## src/rtl/sdr_16_pkg.sv

```systemverilog
// rtl/sdr_16_pkg.sv - shared types and constants for the SDR 16-bit read path
package sdr_16_pkg;

    typedef enum logic {
        ASM_HI = 1'b0,
        ASM_LO = 1'b1
    } asm_state_t;

    localparam int CL_MIN        = 2;
    localparam int CL_MAX        = 3;
    localparam int BUF_DEPTH_MIN = 2;
    localparam int BUF_DEPTH_MAX = 4;
    localparam int BEAT_W        = 16;
    localparam int WORD_W        = 32;
    localparam int INFLIGHT_W    = 3;

    // Out-of-range CAS latencies snap to the nearest legal value.
    function automatic int legal_cl(input int cl);
        return (cl >= CL_MAX) ? CL_MAX : CL_MIN;
    endfunction

    // Buffer depth snaps to one of the two supported power-of-two sizes.
    function automatic int legal_depth(input int depth);
        return (depth >= BUF_DEPTH_MAX) ? BUF_DEPTH_MAX : BUF_DEPTH_MIN;
    endfunction

endpackage

```

## src/rtl/sdr_16_rd_capture_if.sv

```systemverilog
// rtl/sdr_16_rd_capture_if.sv - ingress FIFO write port of the read capture block
interface sdr_16_rd_capture_if;
    import sdr_16_pkg::*;

    logic              fifo_we;
    logic [WORD_W-1:0] fifo_dat;
    logic              fifo_full;

    modport master (
        output fifo_we,
        output fifo_dat,
        input  fifo_full
    );

    modport slave (
        input  fifo_we,
        input  fifo_dat,
        output fifo_full
    );

endinterface

```

## src/rtl/sdr_16_rd_skid.sv

```systemverilog
// rtl/sdr_16_rd_skid.sv - small circular skid buffer for assembled read words
module sdr_16_rd_skid #(
    parameter int DEPTH = 2,
    parameter int W     = 32
) (
    input  logic         clk,
    input  logic         rst_n,
    input  logic         push,
    input  logic [W-1:0] push_data,
    input  logic         pop,
    output logic         full,
    output logic         empty,
    output logic [W-1:0] head
);

    localparam int AW = $clog2(DEPTH);
    localparam logic [AW:0] FULL_CNT = DEPTH[AW:0];

    logic [W-1:0]  mem [DEPTH];
    logic [AW-1:0] wr_ptr;
    logic [AW-1:0] rd_ptr;
    logic [AW:0]   cnt;
    logic          do_push;
    logic          do_pop;

    assign full  = (cnt == FULL_CNT);
    assign empty = (cnt == '0);
    assign head  = mem[rd_ptr];

    // A pop frees a slot in the same cycle, so a full buffer still accepts a push alongside it.
    assign do_pop  = pop && !empty;
    assign do_push = push && (!full || do_pop);

    // Storage, pointers and occupancy; pointers wrap naturally because DEPTH is a power of two.
    always_ff @(posedge clk or negedge rst_n) begin
        if (!rst_n) begin
            wr_ptr <= '0;
            rd_ptr <= '0;
            cnt    <= '0;
            for (int i = 0; i < DEPTH; i++) begin
                mem[i] <= '0;
            end
        end else begin
            if (do_push) begin
                mem[wr_ptr] <= push_data;
                wr_ptr      <= wr_ptr + 1'b1;
            end
            if (do_pop) begin
                rd_ptr <= rd_ptr + 1'b1;
            end
            case ({do_push, do_pop})
                2'b10:   cnt <= cnt + 1'b1;
                2'b01:   cnt <= cnt - 1'b1;
                default: cnt <= cnt;
            endcase
        end
    end

endmodule

```

## src/rtl/sdr_16_rd_capture.sv

```systemverilog
// rtl/sdr_16_rd_capture.sv - SDRAM x16 burst-of-2 read capture into 32-bit words (option: SDR_RD_CAPTURE_IOREG_EN)
module sdr_16_rd_capture
    import sdr_16_pkg::*;
#(
    parameter int CL        = 2,
    parameter int BUF_DEPTH = 2
) (
    input  logic                 sdram_clk,
    input  logic                 sdram_rst_n,
    input  logic                 cmd_read,
    input  logic [BEAT_W-1:0]    dq_i,
    input  logic                 ovf_clr,
    output logic                 ovf,
    output logic                 rd_busy,
    sdr_16_rd_capture_if.master  fifo
);

    localparam int CL_EFF    = legal_cl(CL);
    localparam int DEPTH_EFF = legal_depth(BUF_DEPTH);
    localparam logic [INFLIGHT_W-1:0] INFLIGHT_MAX = '1;

`ifdef SDR_RD_CAPTURE_IOREG_EN
    localparam int DLY = CL_EFF + 1;

    logic [BEAT_W-1:0] dq_cap;

    // IOB-style input flop; the delay line is one stage longer to keep the tag aligned.
    always_ff @(posedge sdram_clk or negedge sdram_rst_n) begin
        if (!sdram_rst_n) begin
            dq_cap <= '0;
        end else begin
            dq_cap <= dq_i;
        end
    end
`else
    localparam int DLY = CL_EFF;

    logic [BEAT_W-1:0] dq_cap;

    assign dq_cap = dq_i;
`endif

    logic [DLY-1:0]        rd_dly;
    logic                  first_tag;
    asm_state_t            state;
    logic [BEAT_W-1:0]     hi_half;
    logic                  word_done;
    logic [WORD_W-1:0]     word;
    logic [INFLIGHT_W-1:0] inflight;
    logic                  buf_full;
    logic                  buf_empty;
    logic [WORD_W-1:0]     buf_head;
    logic                  pop;
    logic                  drop;

    assign first_tag = rd_dly[DLY-1];

    // The LO state is the cycle the second beat is on the bus, so the word is complete there.
    assign word_done = (state == ASM_LO);
    assign word      = {hi_half, dq_cap};

    assign pop            = !buf_empty && !fifo.fifo_full;
    assign fifo.fifo_we   = pop;
    assign fifo.fifo_dat  = buf_head;
    assign drop           = word_done && buf_full && !pop;
    assign rd_busy        = (inflight != '0) || !buf_empty;

    // Read-command delay line; the tap marks the cycle the first beat is valid.
    always_ff @(posedge sdram_clk or negedge sdram_rst_n) begin
        if (!sdram_rst_n) begin
            rd_dly <= '0;
        end else begin
            rd_dly <= {rd_dly[DLY-2:0], cmd_read};
        end
    end

    // Beat assembly: capture the first beat into the upper half, then always return to HI.
    always_ff @(posedge sdram_clk or negedge sdram_rst_n) begin
        if (!sdram_rst_n) begin
            state   <= ASM_HI;
            hi_half <= '0;
        end else begin
            case (state)
                ASM_HI: begin
                    if (first_tag) begin
                        hi_half <= dq_cap;
                        state   <= ASM_LO;
                    end
                end
                ASM_LO: begin
                    state <= ASM_HI;
                end
                default: begin
                    state <= ASM_HI;
                end
            endcase
        end
    end

    // Reads issued but not yet assembled; saturating in both directions.
    always_ff @(posedge sdram_clk or negedge sdram_rst_n) begin
        if (!sdram_rst_n) begin
            inflight <= '0;
        end else begin
            case ({cmd_read, word_done})
                2'b10: begin
                    if (inflight != INFLIGHT_MAX) begin
                        inflight <= inflight + 1'b1;
                    end
                end
                2'b01: begin
                    if (inflight != '0) begin
                        inflight <= inflight - 1'b1;
                    end
                end
                default: inflight <= inflight;
            endcase
        end
    end

    // Sticky overflow; a drop in the same cycle as a clear keeps the flag set.
    always_ff @(posedge sdram_clk or negedge sdram_rst_n) begin
        if (!sdram_rst_n) begin
            ovf <= 1'b0;
        end else if (drop) begin
            ovf <= 1'b1;
        end else if (ovf_clr) begin
            ovf <= 1'b0;
        end
    end

    sdr_16_rd_skid #(
        .DEPTH (DEPTH_EFF),
        .W     (WORD_W)
    ) u_skid (
        .clk       (sdram_clk),
        .rst_n     (sdram_rst_n),
        .push      (word_done),
        .push_data (word),
        .pop       (pop),
        .full      (buf_full),
        .empty     (buf_empty),
        .head      (buf_head)
    );

endmodule
```

## src/flat_wrapper.sv

```systemverilog
// flat-port wrapper written by rule: the top's interface ports become plain ports
module sdr_16_rd_capture_flat import sdr_16_pkg::*;
#(
    parameter int CL        = 2,
    parameter int BUF_DEPTH = 2
)
  (sdram_clk, sdram_rst_n, cmd_read, dq_i, ovf_clr, ovf, rd_busy, fifo_fifo_we, fifo_fifo_dat, fifo_fifo_full);
  sdr_16_rd_capture_if fifo_i ();
  input  logic sdram_clk;
  input  logic sdram_rst_n;
  input  logic cmd_read;
  input  logic [BEAT_W-1:0] dq_i;
  input  logic ovf_clr;
  output logic ovf;
  output logic rd_busy;
  output wire logic [$bits(fifo_i.fifo_we)-1:0] fifo_fifo_we;
  output wire logic [$bits(fifo_i.fifo_dat)-1:0] fifo_fifo_dat;
  input wire logic [$bits(fifo_i.fifo_full)-1:0] fifo_fifo_full;
  assign fifo_fifo_we = fifo_i.fifo_we;
  assign fifo_fifo_dat = fifo_i.fifo_dat;
  assign fifo_i.fifo_full = fifo_fifo_full;
  sdr_16_rd_capture #(.CL(CL), .BUF_DEPTH(BUF_DEPTH)) u_core (.sdram_clk(sdram_clk), .sdram_rst_n(sdram_rst_n), .cmd_read(cmd_read), .dq_i(dq_i), .ovf_clr(ovf_clr), .ovf(ovf), .rd_busy(rd_busy), .fifo(fifo_i));
endmodule
```

## config.mk

```make
export PLATFORM = sky130hd
export DESIGN_NAME = sdr_16_rd_capture_flat
export DESIGN_NICKNAME = d
export VERILOG_FILES = /design/src/rtl/sdr_16_pkg.sv /design/src/rtl/sdr_16_rd_capture_if.sv /design/src/rtl/sdr_16_rd_skid.sv /design/src/rtl/sdr_16_rd_capture.sv /design/src/flat_wrapper.sv
export SDC_FILE = /design/constraint.sdc
export NUM_CORES = 1
export LEC_CHECK = 0
export CAP_MARGIN = 20
export CORE_UTILIZATION = 45
export DETAILED_ROUTE_END_ITERATION = 7
export HOLD_SLACK_MARGIN = 0.06
export PLACE_DENSITY = 0.7
export SYNTH_ARGS = -nofsm -noshare
export SYNTH_HDL_FRONTEND = slang
export SYNTH_SLANG_ARGS = --single-unit
```

## constraint.sdc

```tcl
create_clock -name sdram_clk -period 2 [get_ports sdram_clk]
set_clock_uncertainty 0.1 [all_clocks]
set_input_delay 0.3 -clock sdram_clk [delete_from_list [all_inputs] [get_ports sdram_clk]]
set_output_delay 0.3 -clock sdram_clk [all_outputs]
set_load 0.02 [all_outputs]
```

==> impl_metrics.toml <==
[floorplan]
core_area_sq_um = 8763
die_height_um = 97.40
rows = 34
die_area_sq_um = 9486
die_width_um = 97.40
start_util_pct = 46.73
num_io_pins = 56

[yosys]
yosysUniqueCellTypes = 36
synth_cells = 269
synthTopCellsByCount = "91 x dfrtp_1, 81 x mux2_2, 29 x mux2_4"
synth_seq_cells = 91
synth_top_area_share_pct = 55.61
syn-mean-instance-area_sq_um = 15.22
yosysSeqAreaShare_pct = 55.61
ys_warn_count = 0
synth_area_sq_um = 4095
synth-edff-count = 0
synthTopCellsByArea = "dfrtp_1 56%, mux2_2 22%, mux2_4 11%"
synthArstFlopShare_pct = 100.0
ys.flop_type = "dfrtp_1"
synth_nets = 292
yosysTopAreaCell = "dfrtp_1"
synth.most_common_cell = "dfrtp_1"

[cts]
cts_made_buffers = 9
clk_latency_ns = 0.35
cts_setup_buffers = 0
root_buffer = "clkbuf_8"
cts.path.max_buffers = 2
cts_tree = "done"
htree_levels = 3
clkSinkCount = 91
path_clk_slew_ns = 0.09

[critical_path]
end_kind = "primary output"
path_cells = "buf_8, mux2_2, buf_2"
path_buf_inv = 2
path_delay_family = "flip-flops"
crit-reg2reg-launch = "u_core.u_skid.cnt[0]"
cp.required_ns = 1.60
worst-r2r-cell-count = 4
cp-start-kind = "register"
crit_type = "reg2out"
rrSetupSlack_ns = 0.17
max_stage_delay_ns = 0.47
arrival_ns = 1.51
cp_num_cells = 3
worstPathMaxFanout = 9
crit_path_top_delay_cell = "dfrtp_2"
timing.rr.end = "u_core.u_skid.mem[43]"

[global_routing]
track_usage_pct = 17.15
grt_pass1_vias = 2497
grt_max_degree = 48
antenna_found_initial = 0
overflow = 0
grt_pass1_wl_um = 12830

[pwr]
ir_drop_mv = 0.5798
p_leak_nw = 2.264
power_density_nw_per_um2 = 1657

[cells_and_area]
finish.utilization_pct = 56.47
nets = 361
fillerInstances = 726
antenna_cells = 0
area_growth_pct = 20.84
drive_gt1_share_pct = 53.80

[detailed_routing]
drt_wl_total_um = 7342
route.detailed.drc = 0
routedWlPerCell_um = 16.32
first_pass_iters = 6
initialDrtViolationCount = 114
routed-via-count = 2314
vias_per_cell = 5.142
drtAntennaViolNets = 0

[min_path]
min_path_type = "reg2reg"
hp-start = "u_core.rd_dly[0]"
holdPathEnd = "u_core.rd_dly[1]"
hold_depth = 0

[sta]
worstMarginPinSlew_ns = 0.6025
hold_viol_final = 0
slew_viol_final = 0
post-route-period-util_pct = 95.69
setup_violations = 0
finalCriticalPeriod_ns = 1.914
rsz0062_at_grt = "no"
holdWs_ns = 0.2629
timing.fmax_ghz = 0.5225
slew_headroom_pct = 59.83

[placement]
dpl.hpwl_um = 4859
io_buffers = 55
place_congestion = 0.7794

[job]
drv_cap = 0

[outcome]
status = "finished clean"
layer usage:
metal  up-vias  global-route usage [%]  share of wire (%)
met5         -                       0                  0
met4         0                   4.412               0.95
met3         8                   4.317                3.7
met2        38                   27.54                 47
met1      1178                   23.34                 48
li1       1090                       -                  -
area by class of cell:
type	instances	area, sq um	area share [%]
clock buffer	10	137.6	2.781
clock inverter	5	86.33	1.745
inverter	6	22.52	0.4551
multi-input combinational	156	1679	33.93
sequential	91	2280	46.07
tap	108	135.1	2.731
timing repair buffer	74	608.1	12.29
timing repair:
action | 4_1_cts | 5_1_grt
gates resized for setup | 110 | 24
hold endpoints to repair | 45 | 0
endpoints found under the setup margin | 34 | 17
hold buffers | 1 | 0
gates cloned | 1 | 0
how the worst max path moves through the flow:
stage | start | end | slack [ns]
6_report | u_core.u_skid.rd_ptr | fifo_fifo_dat[29] | 0.09
5_1_grt | u_core.u_skid.rd_ptr | fifo_fifo_dat[29] | 0.03
4_1_cts | u_core.u_skid.rd_ptr | fifo_fifo_dat[9] | -0.08
3_5_place_dp | fifo_fifo_full | u_core.u_skid.mem[59] | -0.14
3_3_place_gp | fifo_fifo_full | u_core.u_skid.mem[39] | -0.12
2_1_floorplan | u_core.state | u_core.inflight[1] | 0.1
flip-flops by register name, summed over array words and instances (netlist names):
| name | cells |
|---|---|
| u_core.hi_half | 16 |
| u_core.rd_dly | 2 |
| u_core.u_skid.mem | 64 |
| u_core.inflight | 3 |
| u_core.u_skid.wr_ptr | 1 |
| u_core.ovf | 1 |
| u_core.u_skid.cnt | 2 |
| u_core.u_skid.rd_ptr | 1 |
| u_core.state | 1 |
power breakdown:
group          leakage (nW)  total [W]  internal (W)  switching (W)
logic                  1.08    0.00372       0.00202        0.00170
registers              1.07    0.00311       0.00263       0.000475
clock network         0.113    0.00138      0.000740       0.000635
per-stage QoR:
stage | cell area (sq um) | power [W] | setup TNS [ns] | instances | setup WS (ns)
after global routing | 4949 | 0.008731 | 0 | 450 | 0.03116
after detailed placement | 4840 | 0.007313 | -3.817 | 433 | -0.1406
after CTS | 5036 | 0.008446 | -0.4574 | 450 | -0.08474
after floorplan | 4095 | 0.005762 | 0 | 269 | 0.09989
after global placement | 4840 | 0.007214 | -3.414 | 433 | -0.1249
final | 4949 | 0.008202 | 0 | 450 | 0.08626
cell families (layout without fill, tap and decap cells):
family	Yosys count	after routing	share of synthesized area (%)
compound gates	14	14	2.414
xor+xnor	4	4	0.8556
fa+ha+maj	2	2	0.7943
buf+inv	22	95	3.514
flops	91	91	55.61
mux	112	112	33.46
simple gates	24	24	3.361
placed cells by master (no fill, tap or decap), drive strengths merged:
cell type      netlist  final
o21bai               1      1
inv                  6      7
o2bb2ai              1      1
nand2b               1      1
clkdlybuf4s50        0     20
fa                   1      1
a211oi               1      1
nand2                3      3
o2111ai              1      1
and2                 1      1
dlygate4sd3          0      1
and3                 2      2
nand3                1      1
o22ai                2      2
nand4                1      1
and3b                1      1
nand3b               3      3
a21oi                3      3
a211o                1      1
nor2                 5      5
nor2b                2      2
o21ai                2      2
ha                   1      1
mux2               112    112
buf                  8     45
clkinv               0      2
or3b                 1      1
clkbuf               8     16
xor2                 2      2
dfrtp               91     91
or3                  1      1
bufinv               0      2
o311a                1      1
o211a                1      1
or2                  2      2
xnor2                2      2
dlygate4sd2          0      2
(Power assumes the default switching activity.)
==> RTL change 1 (same settings) <==
Register the output `ovf` once more; this adds one clock of latency there. The other outputs are not delayed to match.
--- a/src/rtl/sdr_16_rd_capture.sv
+++ b/src/rtl/sdr_16_rd_capture.sv
@@ -19,4 +19,6 @@
     localparam int DEPTH_EFF = legal_depth(BUF_DEPTH);
     localparam logic [INFLIGHT_W-1:0] INFLIGHT_MAX = '1;
+
+    logic ovf_s0;
 
 `ifdef SDR_RD_CAPTURE_IOREG_EN
@@ -122,9 +124,9 @@
     always_ff @(posedge sdram_clk or negedge sdram_rst_n) begin
         if (!sdram_rst_n) begin
-            ovf <= 1'b0;
+            ovf_s0 <= 1'b0;
         end else if (drop) begin
-            ovf <= 1'b1;
+            ovf_s0 <= 1'b1;
         end else if (ovf_clr) begin
-            ovf <= 1'b0;
+            ovf_s0 <= 1'b0;
         end
     end
@@ -144,3 +146,11 @@
     );
 
+    always_ff @(posedge sdram_clk or negedge sdram_rst_n) begin
+        if (!sdram_rst_n) begin
+            ovf <= '0;
+        end else begin
+            ovf <= ovf_s0;
+        end
+    end
+
 endmodule
Formal check against the unedited RTL: not equivalent (a bounded check fails within 10 cycles, from zero or initial values and one cycle with sdram_rst_n low).
==> RTL change 1 against the original RTL <==
- routed wire length up 1.5%
- die area up 0.60%
- sequential cell count up 1
- hold slack better by 0.0086 ns
- largest power group unchanged
- synthesized cell count up 0.37%
- maximum frequency up 1.9%
- setup slack better by 0.036 ns
- power down 0.54%
- synthesized area up 0.61%
- the run now ends with DRC left
- sequential share of layout area up 0.25 points
- final area up 0.56%
- first-iteration DRC count down 68%
- largest cell class unchanged
==> RTL change 1: results (changes against the original RTL) <==
Outcome
  – Outcome: complete, but fails checks (was completed)
  – Failing checks: DRC

Global routing
  – Total GRT Usage: 0.174 (was 0.171)
  – Vias in the first global route: 2492 (was 2497)
  – Met3 usage in global routing: 0.0381 (was 0.0432)
  – First-pass GRT wire length: 12800 µm (about the same)

Detailed routing
  – Routed len/inst: 16.4 µm (was 16.3 µm)
  – DRT iter0 DRCs: 36 (was 114)
  – Routed met2 length: 3420 µm (was 3480 µm)
  – M1 wire length: 3680 µm (was 3520 µm)
  – DRC: 9 (was 0)
  – Met3 routed WL: 243 µm (was 268 µm)

Finish
  – Layout Cells excl Fill: 453 (was 450)
  – Fin nets: 363 (was 361)
  – Fraction of layout cells with a size suffix above 1: 0.542 (was 0.538)

Logic synthesis
  – Sequential fraction of the synthesis area: 0.559 (was 0.556)
  – Average size of a mapped cell: 15.3 µm² (was 15.2 µm²)
  – Commonest cells post-synth: dfrtp_1, mux2_2, mux2_4, clkbuf_1, inv_1 (unchanged)
  – Post-synth net total: 293 (was 292)
  – Synth top area cells: dfrtp_1, mux2_2, mux2_4 (unchanged)

Placed design
  – Setup WS pre-CTS: -0.180 ns (was -0.141 ns)
  – Inst Count DP: 436 (was 433)
  – DP Area: 4920 µm² (was 4840 µm²)
  – Routability congestion estimate: 0.698 (was 0.779)

Clocking
  – Resized Gates After CTS: 105 (was 110)

Worst setup path
  – Reg2Reg Setup Slack: 0.14 ns (was 0.17 ns)

Power and ir drop
  – Peak VDD IR: 0.839 mV (was 0.580 mV)

STA
  – Worst hold slack: 0.271 ns (was 0.263 ns)
RTL change 1: cell types whose count changed after synthesis:
| cell | unedited run | this run |
|---|---|---|
| dfrtp_1 | 91 | 92 |
RTL change 1: cell families after synthesis:
group | share of synthesized area
mux | 0.333
compound gates | 0.0240
fa+ha+maj | 0.00790
buf+inv | 0.0349
flops | 0.559
xor+xnor | 0.00850
simple gates | 0.0334
RTL change 1: where the power goes:
part	total, mW	internal, mW	switching (mW)
clock	1.31	0.624	0.690
combinational	3.70	2.02	1.68
sequential	3.15	2.66	0.491
total	8.16	5.30	2.86
RTL change 1: area by class of cell:
| type | instances | area (µm²) |
|---|---|---|
| Clock inverter | 6 | 68.8 |
| Clock buffer | 10 | 138 |
| Inverter | 6 | 22.5 |
| Tap cell | 108 | 135 |
| Sequential cell | 92 | 2300 |
| Timing Repair Buffer | 75 | 626 |
| Fill cell | 733 | 3830 |
| Multi-Input combinational cell | 156 | 1680 |
==> RTL change 2 (same flow settings) <==
Without the edit above. The option `SDR_RD_CAPTURE_IOREG_EN` is turned on by a define.
--- a/src/rtl/sdr_16_rd_capture.sv
+++ b/src/rtl/sdr_16_rd_capture.sv
@@ -1,3 +1,5 @@
 // rtl/sdr_16_rd_capture.sv - SDRAM x16 burst-of-2 read capture into 32-bit words (option: SDR_RD_CAPTURE_IOREG_EN)
+`define SDR_RD_CAPTURE_IOREG_EN
+
 module sdr_16_rd_capture
     import sdr_16_pkg::*;
Function: changed (Yosys sat finds a counterexample within 10 cycles, from zero or initial values and one cycle with sdram_rst_n low).
==> RTL change 2 against the original RTL <==
- hold slack got worse by 0.010 ns
- synthesized area up 8.7%
- setup slack worse by 0.031 ns
- routed wire length up 7.8%
- largest power group unchanged
- largest cell class unchanged
- final area is 8.1% higher
- non-clock buffer count decreased by 5
- sequential cell count grew 17
- power grew 4.4%
- via count rose by 5.8%
==> RTL change 2: results (changes against the original RTL) <==
Global routing
  – Met3 usage in global routing: 0.0628 (was 0.0432)
  – First-pass GRT wire length: 13200 µm (was 12800 µm)
  – Largest net degree at the start of global routing: 41 (was 48)
  – Total GRT Usage: 0.171 (about the same)

Clocking
  – Clk_lat worst skew: 0.37 ns (was 0.35 ns)

Detailed routing
  – DRT iter0 DRCs: 62 (was 114)
  – Vias per std cell: 5.10 (was 5.14)
  – Routed len/inst: 16.5 µm (was 16.3 µm)
  – Drt first pass iters: 4 (was 6)
  – Met3 routed WL: 359 µm (was 268 µm)

Power and ir drop
  – Power Density: 1600 nW/µm² (was 1660 nW/µm²)

Worst setup path
  – R2r startpoint: u_core.inflight[0]$_DFFE_PN0P_ (was u_core.u_skid.cnt[0]$_DFFE_PN0P_)
  – Crit-path max FO: 8 (was 9)
  – R2R cell count: 5 (was 4)
  – CP delay by family, top: buffers and inverters (was flip-flops)
  – CP peak stage delay: 0.40 ns (was 0.47 ns)
  – Worst EP arrival: 1.54 ns (was 1.51 ns)

Logic synthesis
  – Synth top area cells: dfrtp_1, mux2_2, mux2_4 (unchanged)
  – Netlist cell types: 38 (was 36)
  – Commonest cells post-synth: dfrtp_1, mux2_2, mux2_4, buf_6, nor2_1 (was dfrtp_1, mux2_2, mux2_4, clkbuf_1, inv_1)

Placed design
  – DP Area: 5260 µm² (was 4840 µm²)
  – Setup WS pre-CTS: -0.179 ns (was -0.141 ns)
  – Dpl hpwl: 5120 µm (was 4860 µm)
  – Inst Count DP: 463 (was 433)

Outcome
  – Outcome: completed (unchanged)

STA
  – Worst slew margin: 0.716 (was 0.598)

Hold path
  – HP Class: primary input to flip-flop (was flip-flop to flip-flop)

Finish
  – Filler cells: 771 (was 726)
RTL change 2: cell types whose count changed after synthesis, sizes merged, moves of 2 or more:
cell | unedited run | this run
dfrtp | 91 | 108
and3 | 2 | 0
clkbuf | 8 | 1
buf | 8 | 11
RTL change 2: power breakdown:
part           internal (mW)  total, mW  switching (mW)
logic                   1.90       3.63            1.73
registers               2.99       3.45           0.457
clock network          0.778       1.49           0.712
RTL change 2: logic make-up after synthesis:
family / after synthesis / synth area share
flops: 108 / 0.607
simple gates: 19 / 0.0329
mux: 112 / 0.291
fa+ha+maj: 2 / 0.00731
compound gates: 14 / 0.0236
buf+inv: 18 / 0.0287
xor+xnor: 5 / 0.00984
RTL change 2: final cells by class:
| type | count | area share |
|---|---|---|
| Clock buffer | 13 | 0.0297 |
| Clock inverter | 3 | 0.0129 |
| Inverter | 6 | 0.00421 |
| Multi-Input combinational cell | 152 | 0.303 |
| Sequential cell | 108 | 0.505 |
| Tap cell | 129 | 0.0302 |
| Timing Repair Buffer | 69 | 0.115 |
